===== config.mk =====
export PLATFORM = sky130hd
export DESIGN_NAME = alu_share_arbiter_flat
export DESIGN_NICKNAME = d
export VERILOG_FILES = /design/src/rtl/alu_pkg.sv /design/src/rtl/alu_share_arbiter_if.sv /design/src/rtl/alu_share_arbiter_rr.sv /design/src/rtl/alu_share_arbiter.sv /design/src/flat_wrapper.sv
export SDC_FILE = /design/constraint.sdc
export NUM_CORES = 1
export LEC_CHECK = 0
export ABC_AREA = 1
export BUFFER_PORTS_ARGS = -buffer_cell sky130_fd_sc_hd__buf_2
export CAP_MARGIN = 10
export CORE_AREA = 4 4 161 163
export DETAILED_ROUTE_END_ITERATION = 8
export DIE_AREA = 0 0 165 167
export PLACE_DENSITY = 0.67
export SLEW_MARGIN = 20
export SYNTH_ARGS = -nofsm -noshare
export SYNTH_HDL_FRONTEND = slang
export SYNTH_SLANG_ARGS = --single-unit

===== constraint.sdc =====
create_clock -name clk -period 4.8 [get_ports clk]
set_input_delay 0.24 -clock clk [delete_from_list [all_inputs] [get_ports clk]]
set_output_delay 0.24 -clock clk [all_outputs]
set_load 0.02 [all_outputs]

===== src/rtl/alu_pkg.sv =====
// Shared ALU select encodings, arbiter FSM states and helpers for the shared-ALU front end.
package alu_pkg;

  localparam int unsigned OP_W = 4;

  typedef enum logic [OP_W-1:0] {
    ADD   = 4'd0,
    SUB   = 4'd1,
    SLL   = 4'd2,
    SLT   = 4'd3,
    SLTU  = 4'd4,
    XOR   = 4'd5,
    SRL   = 4'd6,
    SRA   = 4'd7,
    OR    = 4'd8,
    AND   = 4'd9,
    PASSB = 4'd10,
    ADD4  = 4'd11
  } alu_op_t;

  localparam logic [OP_W-1:0] ALU_OP_MAX = 4'd11;

  typedef enum logic [1:0] {
    IDLE = 2'd0,
    EXEC = 2'd1,
    RESP = 2'd2
  } arb_state_t;

  // Codes above the last defined op are reserved and flagged as errors.
  function automatic logic op_illegal(input logic [OP_W-1:0] op);
    return op > ALU_OP_MAX;
  endfunction

endpackage


===== src/rtl/alu_share_arbiter_if.sv =====
// Requester and response channel bundle between the execute-stage clients and the ALU arbiter.
interface alu_share_arbiter_if
  import alu_pkg::*;
#(
  parameter int unsigned NUM_REQ = 4,
  parameter int unsigned XLEN    = 32,
  parameter int unsigned ID_W    = $clog2(NUM_REQ)
) ();

  logic [NUM_REQ-1:0]      req_valid;
  logic [NUM_REQ-1:0]      req_ready;
  logic [NUM_REQ*OP_W-1:0] req_op;
  logic [NUM_REQ*XLEN-1:0] req_a;
  logic [NUM_REQ*XLEN-1:0] req_b;

  logic                    rsp_valid;
  logic                    rsp_ready;
  logic [ID_W-1:0]         rsp_id;
  logic [XLEN-1:0]         rsp_data;
  logic                    rsp_err;

  // Client side: requesters plus the response consumer.
  modport master (
    output req_valid, req_op, req_a, req_b, rsp_ready,
    input  req_ready, rsp_valid, rsp_id, rsp_data, rsp_err
  );

  // Arbiter side.
  modport slave (
    input  req_valid, req_op, req_a, req_b, rsp_ready,
    output req_ready, rsp_valid, rsp_id, rsp_data, rsp_err
  );

endinterface


===== src/rtl/alu_share_arbiter_rr.sv =====
// Combinational round-robin picker: first set request after ptr, wrapping modulo NUM_REQ.
module rr_arbiter #(
  parameter int unsigned NUM_REQ = 4,
  parameter int unsigned IDX_W   = $clog2(NUM_REQ)
) (
  input  logic [NUM_REQ-1:0] req,
  input  logic [IDX_W-1:0]   ptr,
  output logic [NUM_REQ-1:0] grant_c,
  output logic [IDX_W-1:0]   grant_idx_c,
  output logic               grant_any_c
);

  always_comb begin : scan
    int unsigned cand;
    cand        = 0;
    grant_c     = '0;
    grant_idx_c = '0;
    grant_any_c = 1'b0;
    // The pointer itself is visited last, so the previous winner has lowest priority.
    for (int unsigned i = 1; i <= NUM_REQ; i++) begin
      cand = (32'(ptr) + i) % NUM_REQ;
      if (!grant_any_c && req[IDX_W'(cand)]) begin
        grant_any_c              = 1'b1;
        grant_idx_c              = IDX_W'(cand);
        grant_c[IDX_W'(cand)]    = 1'b1;
      end
    end
  end

endmodule


===== src/rtl/alu_share_arbiter.sv =====
// Round-robin sharing of one combinational ALU among NUM_REQ requesters with a
// registered operand bus and a tagged valid/ready response channel.
module alu_share_arbiter
  import alu_pkg::*;
#(
  parameter int unsigned NUM_REQ = 4,
  parameter int unsigned XLEN    = 32,
  parameter int unsigned ID_W    = $clog2(NUM_REQ)
) (
  input  logic                  clk,
  input  logic                  rst_n,
  alu_share_arbiter_if.slave    bus,
  output logic [OP_W-1:0]       alu_sel,
  output logic [XLEN-1:0]       alu_a,
  output logic [XLEN-1:0]       alu_b,
  input  logic [XLEN-1:0]       alu_result
);

  arb_state_t      state_q, state_d;
  logic [ID_W-1:0] rr_ptr_q, rr_ptr_d;
  logic [ID_W-1:0] id_q, id_d;
  logic [OP_W-1:0] alu_sel_q, alu_sel_d;
  logic [XLEN-1:0] alu_a_q, alu_a_d;
  logic [XLEN-1:0] alu_b_q, alu_b_d;
  logic            rsp_valid_q, rsp_valid_d;
  logic [ID_W-1:0] rsp_id_q, rsp_id_d;
  logic [XLEN-1:0] rsp_data_q, rsp_data_d;
  logic            rsp_err_q, rsp_err_d;

  logic [NUM_REQ-1:0] grant_c;
  logic [ID_W-1:0]    grant_idx_c;
  logic               grant_any_c;
  logic               open_c;
  logic               accept_c;
  logic               sel_illegal_c;

  logic [OP_W-1:0] op_arr [NUM_REQ];
  logic [XLEN-1:0] a_arr  [NUM_REQ];
  logic [XLEN-1:0] b_arr  [NUM_REQ];

  rr_arbiter #(
    .NUM_REQ (NUM_REQ),
    .IDX_W   (ID_W)
  ) u_rr (
    .req         (bus.req_valid),
    .ptr         (rr_ptr_q),
    .grant_c     (grant_c),
    .grant_idx_c (grant_idx_c),
    .grant_any_c (grant_any_c)
  );

  // Split the packed requester buses into per-requester fields.
  always_comb begin
    for (int i = 0; i < int'(NUM_REQ); i++) begin
      op_arr[i] = bus.req_op[i*OP_W +: OP_W];
      a_arr[i]  = bus.req_a[i*XLEN +: XLEN];
      b_arr[i]  = bus.req_b[i*XLEN +: XLEN];
    end
  end

  // A new op can be taken when idle, or when the held response is consumed this cycle.
  assign open_c        = (state_q == IDLE) || ((state_q == RESP) && bus.rsp_ready);
  assign accept_c      = open_c && grant_any_c;
  assign sel_illegal_c = op_illegal(alu_sel_q);
  assign bus.req_ready = open_c ? grant_c : '0;

  // State register.
  always_ff @(posedge clk) begin
    if (!rst_n) begin
      state_q <= IDLE;
    end else begin
      state_q <= state_d;
    end
  end

  // Next-state logic.
  always_comb begin
    state_d = state_q;
    unique case (state_q)
      IDLE: if (accept_c) state_d = EXEC;
      EXEC: state_d = RESP;
      RESP: if (bus.rsp_ready) state_d = accept_c ? EXEC : IDLE;
      default: state_d = IDLE;
    endcase
  end

  // Datapath and response next values.
  always_comb begin
    rr_ptr_d    = rr_ptr_q;
    id_d        = id_q;
    alu_sel_d   = alu_sel_q;
    alu_a_d     = alu_a_q;
    alu_b_d     = alu_b_q;
    rsp_valid_d = rsp_valid_q;
    rsp_id_d    = rsp_id_q;
    rsp_data_d  = rsp_data_q;
    rsp_err_d   = rsp_err_q;

    if (state_q == EXEC) begin
      rsp_valid_d = 1'b1;
      rsp_id_d    = id_q;
      rsp_err_d   = sel_illegal_c;
      rsp_data_d  = sel_illegal_c ? '0 : alu_result;
    end else if ((state_q == RESP) && bus.rsp_ready) begin
      rsp_valid_d = 1'b0;
    end

    // Operand bus only moves on accept, so it stays quiet between ops.
    if (accept_c) begin
      rr_ptr_d  = grant_idx_c;
      id_d      = grant_idx_c;
      alu_sel_d = op_arr[grant_idx_c];
      alu_a_d   = a_arr[grant_idx_c];
      alu_b_d   = b_arr[grant_idx_c];
    end
  end

  // Datapath and response registers.
  always_ff @(posedge clk) begin
    if (!rst_n) begin
      rr_ptr_q    <= ID_W'(NUM_REQ - 1);
      id_q        <= '0;
      alu_sel_q   <= '0;
      alu_a_q     <= '0;
      alu_b_q     <= '0;
      rsp_valid_q <= 1'b0;
      rsp_id_q    <= '0;
      rsp_data_q  <= '0;
      rsp_err_q   <= 1'b0;
    end else begin
      rr_ptr_q    <= rr_ptr_d;
      id_q        <= id_d;
      alu_sel_q   <= alu_sel_d;
      alu_a_q     <= alu_a_d;
      alu_b_q     <= alu_b_d;
      rsp_valid_q <= rsp_valid_d;
      rsp_id_q    <= rsp_id_d;
      rsp_data_q  <= rsp_data_d;
      rsp_err_q   <= rsp_err_d;
    end
  end

  assign alu_sel      = alu_sel_q;
  assign alu_a        = alu_a_q;
  assign alu_b        = alu_b_q;
  assign bus.rsp_valid = rsp_valid_q;
  assign bus.rsp_id    = rsp_id_q;
  assign bus.rsp_data  = rsp_data_q;
  assign bus.rsp_err   = rsp_err_q;

endmodule


===== src/flat_wrapper.sv =====
// flat-port wrapper written by rule: the top's interface ports become plain ports
module alu_share_arbiter_flat import alu_pkg::*;
#(
  parameter int unsigned NUM_REQ = 4,
  parameter int unsigned XLEN    = 32,
  parameter int unsigned ID_W    = $clog2(NUM_REQ)
)
  (clk, rst_n, alu_sel, alu_a, alu_b, alu_result, bus_req_valid, bus_req_op, bus_req_a, bus_req_b, bus_rsp_ready, bus_req_ready, bus_rsp_valid, bus_rsp_id, bus_rsp_data, bus_rsp_err);
  alu_share_arbiter_if #(.NUM_REQ(NUM_REQ), .XLEN(XLEN), .ID_W(ID_W)) bus_i ();
  input  logic clk;
  input  logic rst_n;
  output logic [OP_W-1:0] alu_sel;
  output logic [XLEN-1:0] alu_a;
  output logic [XLEN-1:0] alu_b;
  input  logic [XLEN-1:0] alu_result;
  input wire logic [$bits(bus_i.req_valid)-1:0] bus_req_valid;
  input wire logic [$bits(bus_i.req_op)-1:0] bus_req_op;
  input wire logic [$bits(bus_i.req_a)-1:0] bus_req_a;
  input wire logic [$bits(bus_i.req_b)-1:0] bus_req_b;
  input wire logic [$bits(bus_i.rsp_ready)-1:0] bus_rsp_ready;
  output wire logic [$bits(bus_i.req_ready)-1:0] bus_req_ready;
  output wire logic [$bits(bus_i.rsp_valid)-1:0] bus_rsp_valid;
  output wire logic [$bits(bus_i.rsp_id)-1:0] bus_rsp_id;
  output wire logic [$bits(bus_i.rsp_data)-1:0] bus_rsp_data;
  output wire logic [$bits(bus_i.rsp_err)-1:0] bus_rsp_err;
  assign bus_i.req_valid = bus_req_valid;
  assign bus_i.req_op = bus_req_op;
  assign bus_i.req_a = bus_req_a;
  assign bus_i.req_b = bus_req_b;
  assign bus_i.rsp_ready = bus_rsp_ready;
  assign bus_req_ready = bus_i.req_ready;
  assign bus_rsp_valid = bus_i.rsp_valid;
  assign bus_rsp_id = bus_i.rsp_id;
  assign bus_rsp_data = bus_i.rsp_data;
  assign bus_rsp_err = bus_i.rsp_err;
  alu_share_arbiter #(.NUM_REQ(NUM_REQ), .XLEN(XLEN), .ID_W(ID_W)) u_core (.clk(clk), .rst_n(rst_n), .bus(bus_i), .alu_sel(alu_sel), .alu_a(alu_a), .alu_b(alu_b), .alu_result(alu_result));
endmodule

## Word-level counts from Yosys, hierarchy flattened

Index checks and enable logic that the tools add are counted.
Widths: inputs -> output; s select.

- Output and inout bits: 108
- Bits in writable memories: 0
- Logic and storage cells: 93
- ROM bits: 0
- Input bits: 311
- Bits in registers: 110
- Latch bits: 0
- Memories kept: 0

- $lt $le $gt $ge: 10
- Multiplexer cells: 45
- Bitwise gates (word level): 4
- Add/sub/neg operators: 4
- Shifts and indexed selects: 0
- Eq/ne operators: 4
- Divide/modulo/power cells: 0
- Multipliers: 0
- Reduce and logical (&&, ||, !) cells: 16

Operators with widths:

| operator | count |
|---|---|
| $mux 32 | 5 |
| $bmux 32 s2 | 2 |
| $mux 4 | 7 |
| $mux 1 | 15 |
| $lt 2x3->1 const B | 4 |
| $mux 2 | 6 |
| $or 4x4->4 | 3 |
| $logic_and 1x1->1 | 9 |
| $bmux 1 s2 | 4 |
| $bmux 4 s2 | 1 |
| $demux 1 s2 | 4 |
| $ge 2x1->1 const B | 4 |
| $pmux 2 s3 | 1 |
| $add 2x1->2 const B | 2 |
| $add 2x2->2 const B | 2 |
| $gt 4x4->1 const B | 1 |
| $ge 3x3->1 const B | 1 |
| $logic_not 1->1 | 3 |
| $not 2->3 | 1 |
| $eq 2x1->1 const B | 1 |
| $eq 2x2->1 const B | 1 |
| $logic_not 2->1 | 1 |
| $ne 2x1->1 const B | 1 |
| $ne 2x2->1 const B | 1 |
| other kinds (3) | 3 |

## Depth between registers and ports, before layout

- Depth in word-level cells: 17
- Gate-level depth with buffers: 17
- Mapped depth without buffers: 14

## By module

A second synthesis with hierarchy kept.

- Cell total of the unflattened synthesis: 1488
- Area total of the unflattened synthesis: 7892.6 um^2

Modules (own cells, without submodules):

| module | times used | sequential area each (um^2) | area each (um^2) | cells each |
|---|---|---|---|---|
| alu_share_arbiter | 1 | 2202.1 | 7434.6 | 1414 |
| rr_arbiter | 1 | 0.0 | 457.9 | 74 |

## Least setup slack after synthesis

No wires, ideal clock.

- Path type: reg-to-reg
- Start point: reg u_core.rr_ptr_q[0]
- End point: reg u_core.alu_sel_q[2], in the netlist u_core.alu_sel[2]
- Setup slack: 2477 ps
- Data required time: 4691 ps
- Stages on the path, launching flop included: 17
- Library setup time: 109 ps
- Arrival time: 2214 ps
- Period minus slack after synthesis: 2323 ps
- Buffers on the path: 3
- Cells stage by stage: dfxtp_1 > buf_4 > inv_4 > ha_1 > inv_1 > nand2_1 > nand2_4 > nor2_8 > nand3_2 > nand2_2 > inv_2 > buf_2 > buf_2 > nor2_1 > nor2_1 > nand2_1 > inv_1

- Longest elaborated chain between the ends: 17
- Elaborated cells between the ends (all ways): 31
- Those cells by class: add/sub (4); mux (19); bitwise (1); reduce/logical (7)

Ends and longest elaborated chain:

| item | line | RTL |
|---|---|---|
| start: declaration | alu_share_arbiter.sv:20 | `logic [ID_W-1:0] rr_ptr_q, rr_ptr_d;` |
| start signal: assignment | alu_share_arbiter.sv:121 | `rr_ptr_q <= ID_W'(NUM_REQ - 1);` |
| start signal: assignment | alu_share_arbiter.sv:131 | `rr_ptr_q <= rr_ptr_d;` |
| $add 2x1->2 | alu_share_arbiter_rr.sv:21 | `cand = (32'(ptr) + i) % NUM_REQ;` |
| $bmux 1 s2 | alu_share_arbiter_rr.sv:22 | `if (!grant_any_c && req[IDX_W'(cand)]) begin` |
| $mux 1 (implied by the code) | alu_share_arbiter_rr.sv:22 |  |
| $mux 1 | alu_share_arbiter_rr.sv:22 |  |
| $logic_not 1->1 | alu_share_arbiter_rr.sv:22 |  |
| $logic_and 1x1->1 | alu_share_arbiter_rr.sv:22 |  |
| $mux 1 | alu_share_arbiter_rr.sv:22 |  |
| $logic_not 1->1 | alu_share_arbiter_rr.sv:22 |  |
| $logic_and 1x1->1 | alu_share_arbiter_rr.sv:22 |  |
| $mux 1 | alu_share_arbiter_rr.sv:22 |  |
| $logic_not 1->1 | alu_share_arbiter_rr.sv:22 |  |
| $logic_and 1x1->1 | alu_share_arbiter_rr.sv:22 |  |
| $mux 2 | alu_share_arbiter_rr.sv:22 |  |
| $not 2->3 (implied by the code) | alu_share_arbiter.sv:112 | `alu_sel_d = op_arr[grant_idx_c];` |
| $bmux 4 s2 | alu_share_arbiter.sv:112 |  |
| $mux 4 (implied by the code) (2 in series) | alu_share_arbiter.sv:112 |  |
| end signal: assignment | alu_share_arbiter.sv:133 | `alu_sel_q <= alu_sel_d;` |
| end: declaration | alu_share_arbiter.sv:22 | `logic [OP_W-1:0] alu_sel_q, alu_sel_d;` |

Parallel ways exist; a longest one is shown, timed or not. The select of a mux whose other input is x is not followed.
A chain may end at the register's enable or synchronous reset.

## Worst setup path after layout

- Start point: reg u_core.rr_ptr_q[0]
- End point: reg u_core.alu_a_q[0], in the netlist u_core.alu_a[0]

- Longest elaborated chain between the ends: 17
- Elaborated cells between the ends (all ways): 31
- Those cells by class: add/sub (4); mux (19); bitwise (1); reduce/logical (7)

Ends and longest elaborated chain:

| item | line | RTL |
|---|---|---|
| $add 2x1->2 | alu_share_arbiter_rr.sv:21 |  |
| $bmux 1 s2 | alu_share_arbiter_rr.sv:22 |  |
| $mux 1 (implied by the code) | alu_share_arbiter_rr.sv:22 |  |
| $mux 1 | alu_share_arbiter_rr.sv:22 |  |
| $logic_not 1->1 | alu_share_arbiter_rr.sv:22 |  |
| $logic_and 1x1->1 | alu_share_arbiter_rr.sv:22 |  |
| $mux 1 | alu_share_arbiter_rr.sv:22 |  |
| $logic_not 1->1 | alu_share_arbiter_rr.sv:22 |  |
| $logic_and 1x1->1 | alu_share_arbiter_rr.sv:22 |  |
| $mux 1 | alu_share_arbiter_rr.sv:22 |  |
| $logic_not 1->1 | alu_share_arbiter_rr.sv:22 |  |
| $logic_and 1x1->1 | alu_share_arbiter_rr.sv:22 |  |
| $mux 2 | alu_share_arbiter_rr.sv:22 |  |
| $not 2->3 (implied by the code) | alu_share_arbiter.sv:113 | `alu_a_d = a_arr[grant_idx_c];` |
| $bmux 32 s2 | alu_share_arbiter.sv:113 |  |
| $mux 32 (implied by the code) (2 in series) | alu_share_arbiter.sv:113 |  |
| end signal: assignment | alu_share_arbiter.sv:134 | `alu_a_q <= alu_a_d;` |
| end: declaration | alu_share_arbiter.sv:23 | `logic [XLEN-1:0] alu_a_q, alu_a_d;` |

Parallel ways exist; a longest one is shown, timed or not. The select of a mux whose other input is x is not followed.

==> results_dict.tcl <==
set metrics [dict create \
    ys_seq_elements 110 \
    avgSynthCellArea_um2 5.91 \
    cp_data_arrival_time_ns 3.73 \
    clock_sinks 110 \
    cts_buffers 9 \
    track_usage_pct 19.3 \
    synth-main-ff-cell "dfxtp_1" \
    finalHoldViolations 0 \
    syn_nets 1515 \
    initial_core_util_pct 29.1 \
    nNetsFinal 1880 \
    grt-ovfl-total 0 \
    achievable-frequency_mhz 288 \
    slowest_delay_ns 0.63 \
    cp_cell_sequence "inv_4 -> ha_1 -> inv_1 -> nand2_1 -> nand2_4 -> nor2_8 -> nand3_1 -> nand2_1 -> o21ai_2 -> buf_4 -> nor2_4 -> buf_4 -> nand3_1 -> nand2_1 -> nor2_1" \
    dpl_cell_area_um2 9330 \
    htreeDepth 3 \
    register_area_um2 2200 \
    yosysWarnings 0 \
    antenna_found_initial 2 \
    cts_root_buf "clkbuf_16" \
    clk_pin_slew_ns 0.09 \
    worst_skew_pair.late_latency_ns 0.36 \
    grt_max_degree 138 \
    n_fill_cell 2684 \
    status "finished clean" \
    syn_area_um2 7070 \
    die_w_um 165 \
    slew_violations 0 \
    path_delay_family "simple AND/OR/NAND/NOR gates" \
    stdcell_count 1890 \
    wl_per_cell_um 14.8 \
    required_ns 5.06 \
    multi_input_area_um2 3870 \
    syn_to_final_growth_pct 36.3 \
    core-area_um2 24300 \
    worstMarginPinSlew_ns 1.01 \
    grt_pass1_vias 8396 \
    worstSetupStartpointType "flop" \
    yosys-top-cells-count "nand2_1, nor2_1, inv_1, nand3_1, dfxtp_1" \
    path_max_fanout 28 \
    power.density_nw_per_um2 801 \
    gp_congestion 0.884 \
    dieArea_um2 27600 \
    peakVddDrop_v 0.000679 \
    p_leak_nw 5.62 \
    drive_gt1_share_pct 29.8 \
    stdcell_area_um2 9640 \
    port_buffers 418 \
    drv_cap 0 \
    rows 57 \
    cts_tree "done" \
    rsz0062_at_grt "no" \
    hp-class "primary input to flop" \
    fin_crit_sh_pct 72.4 \
    async_flop_share_pct 0 \
    clockBufferDepth 2 \
    yosysMostFrequentCell "nand2_1" \
    ctsResizeCount 0 \
    fp.dieH_um 167 \
    skew_ns 0.0111 \
    first_iter_violations 623 \
    cpMostUsedCell "nand2_1" \
    synth_area_leaders "dfxtp_1, nand2_1, nor2_1" \
    cts_hold_buf 0 \
    synth_top_area_cell "dfxtp_1" \
    cts_setup_buffers 0 \
    grt_pass1_wl_um 43200 \
    place_inst 1874 \
    synth_edf_count 0 \
    drc 0 \
    report.final.setup_viol 0 \
    worstSetupPathType "flop to flop" \
    num_antenna_cells 0 \
    netlist.area_leader.share_pct 31.1 \
    finalCriticalPeriod_ns 3.48 \
    ys_seq_area_share_pct 31.1 \
    finalSetupTns_ns 0 \
    path_buf_inv 4 \
    drtPass1Iterations 9 \
    vias_per_cell 4.65 \
    crit_path_top_delay_cell "dfxtp_1" \
    ant_nets 0 \
    syn_inst 1196 \
    drt_wl_total_um 27900 \
    vias 8789 \
    num_io_pins 419 \
    fin_util_pct 39.6 \
    relSlewSlack_pct 32.4 \
    ys_types 30 \
    dpl.hpwl_um 21100 \
    worst_setup_path_end_kind "flop" \
]
-- worst paths after layout --
check | startpoint | endpoint | slack (ns) | depth (start not counted)
min | bus_req_a[91] | u_core.alu_a[27] | 0.10 | 3
max reg2reg | u_core.rr_ptr_q[0] | u_core.alu_a[0] | 1.32 | 15
max | u_core.rr_ptr_q[0] | u_core.alu_a[0] | 1.32 | 15
min reg2reg | u_core.id_q[1] | u_core.id_q[1] | 0.47 | 2
-- worst reg2reg max path, stage by stage, from the launching register on --
cell and delay (ns):
dfxtp_1 0.63, inv_4 0.14, ha_1 0.40, inv_1 0.09, nand2_1 0.12, nand2_4 0.11, nor2_8 0.17, nand3_1 0.16
nand2_1 0.12, o21ai_2 0.05, buf_4 0.23, nor2_4 0.53, buf_4 0.38, nand3_1 0.12, nand2_1 0.08, nor2_1 0.05
-- report_power, final --
part / internal (W) / switching (W) / leakage [nW]
Sequential: 0.00124 / 0.000183 / 0.911
Combinational: 0.00172 / 0.00378 / 4.55
Clock: 0.000384 / 0.000425 / 0.154
Total: 0.00334 / 0.00439 / 5.62
-- stage by stage --
stage               power (W)  hold WS, ns  setup WS, ns
detailed placement    0.00696        0.455          1.31
CTS                   0.00781       0.0793          1.28
global route          0.00854       0.0929         0.967
finish                0.00772        0.102          1.32
global placement      0.00690        0.450          1.37
floorplan             0.00559        0.339          2.48
-- logic make-up after synthesis --
family | after synthesis | synth area share, %
fa+ha+maj | 8 | 1.42
buf+inv | 239 | 14.4
flops | 110 | 31.1
simple gates | 739 | 44.3
compound gates | 100 | 8.74
-- cell type report --
| cell class | instances | area share [%] |
|---|---|---|
| Clock buffer | 9 | 2.34 |
| Clock inverter | 7 | 0.922 |
| Sequential cell | 110 | 22.8 |
| Multi-Input combinational cell | 847 | 40.1 |
| Tap cell | 324 | 4.21 |
| Timing Repair Buffer | 433 | 23.3 |
| Inverter | 160 | 6.28 |
-- layout by cell type, fill, tap and decap left out, types with 2 or more instances in the layout --
cell type / count
buf_2: 418
nand2_2: 4
a21oi_1: 46
o21ai_0: 10
nand4_1: 55
ha_1: 8
inv_8: 2
nor2_1: 223
buf_4: 12
clkbuf_16: 9
o211ai_1: 2
a22oi_1: 36
inv_6: 2
inv_1: 156
nand3_1: 133
nor2_4: 2
dfxtp_1: 110
buf_12: 3
clkinv_2: 2
nand2_1: 317
inv_12: 2
-- routing by layer --
metal	global-route usage, %	vias up	share of wire [%]
met5	0	-	0.064
met4	5.28	4	1.9
met3	4.42	41	7.8
met2	33.3	337	49
met1	24.0	3917	41
li1	-	4490	-
-- sequential cells by signal, summed over array words and instances (netlist names), 2 cells and up --
name and flops:
u_core.alu_b 32, u_core.state_q 2, u_core.bus.rsp_data 32, u_core.alu_sel 4
u_core.id_q 2, u_core.rr_ptr_q 2, u_core.alu_a 32, u_core.bus.rsp_id 2
Power figures use the tool's default switching activity.
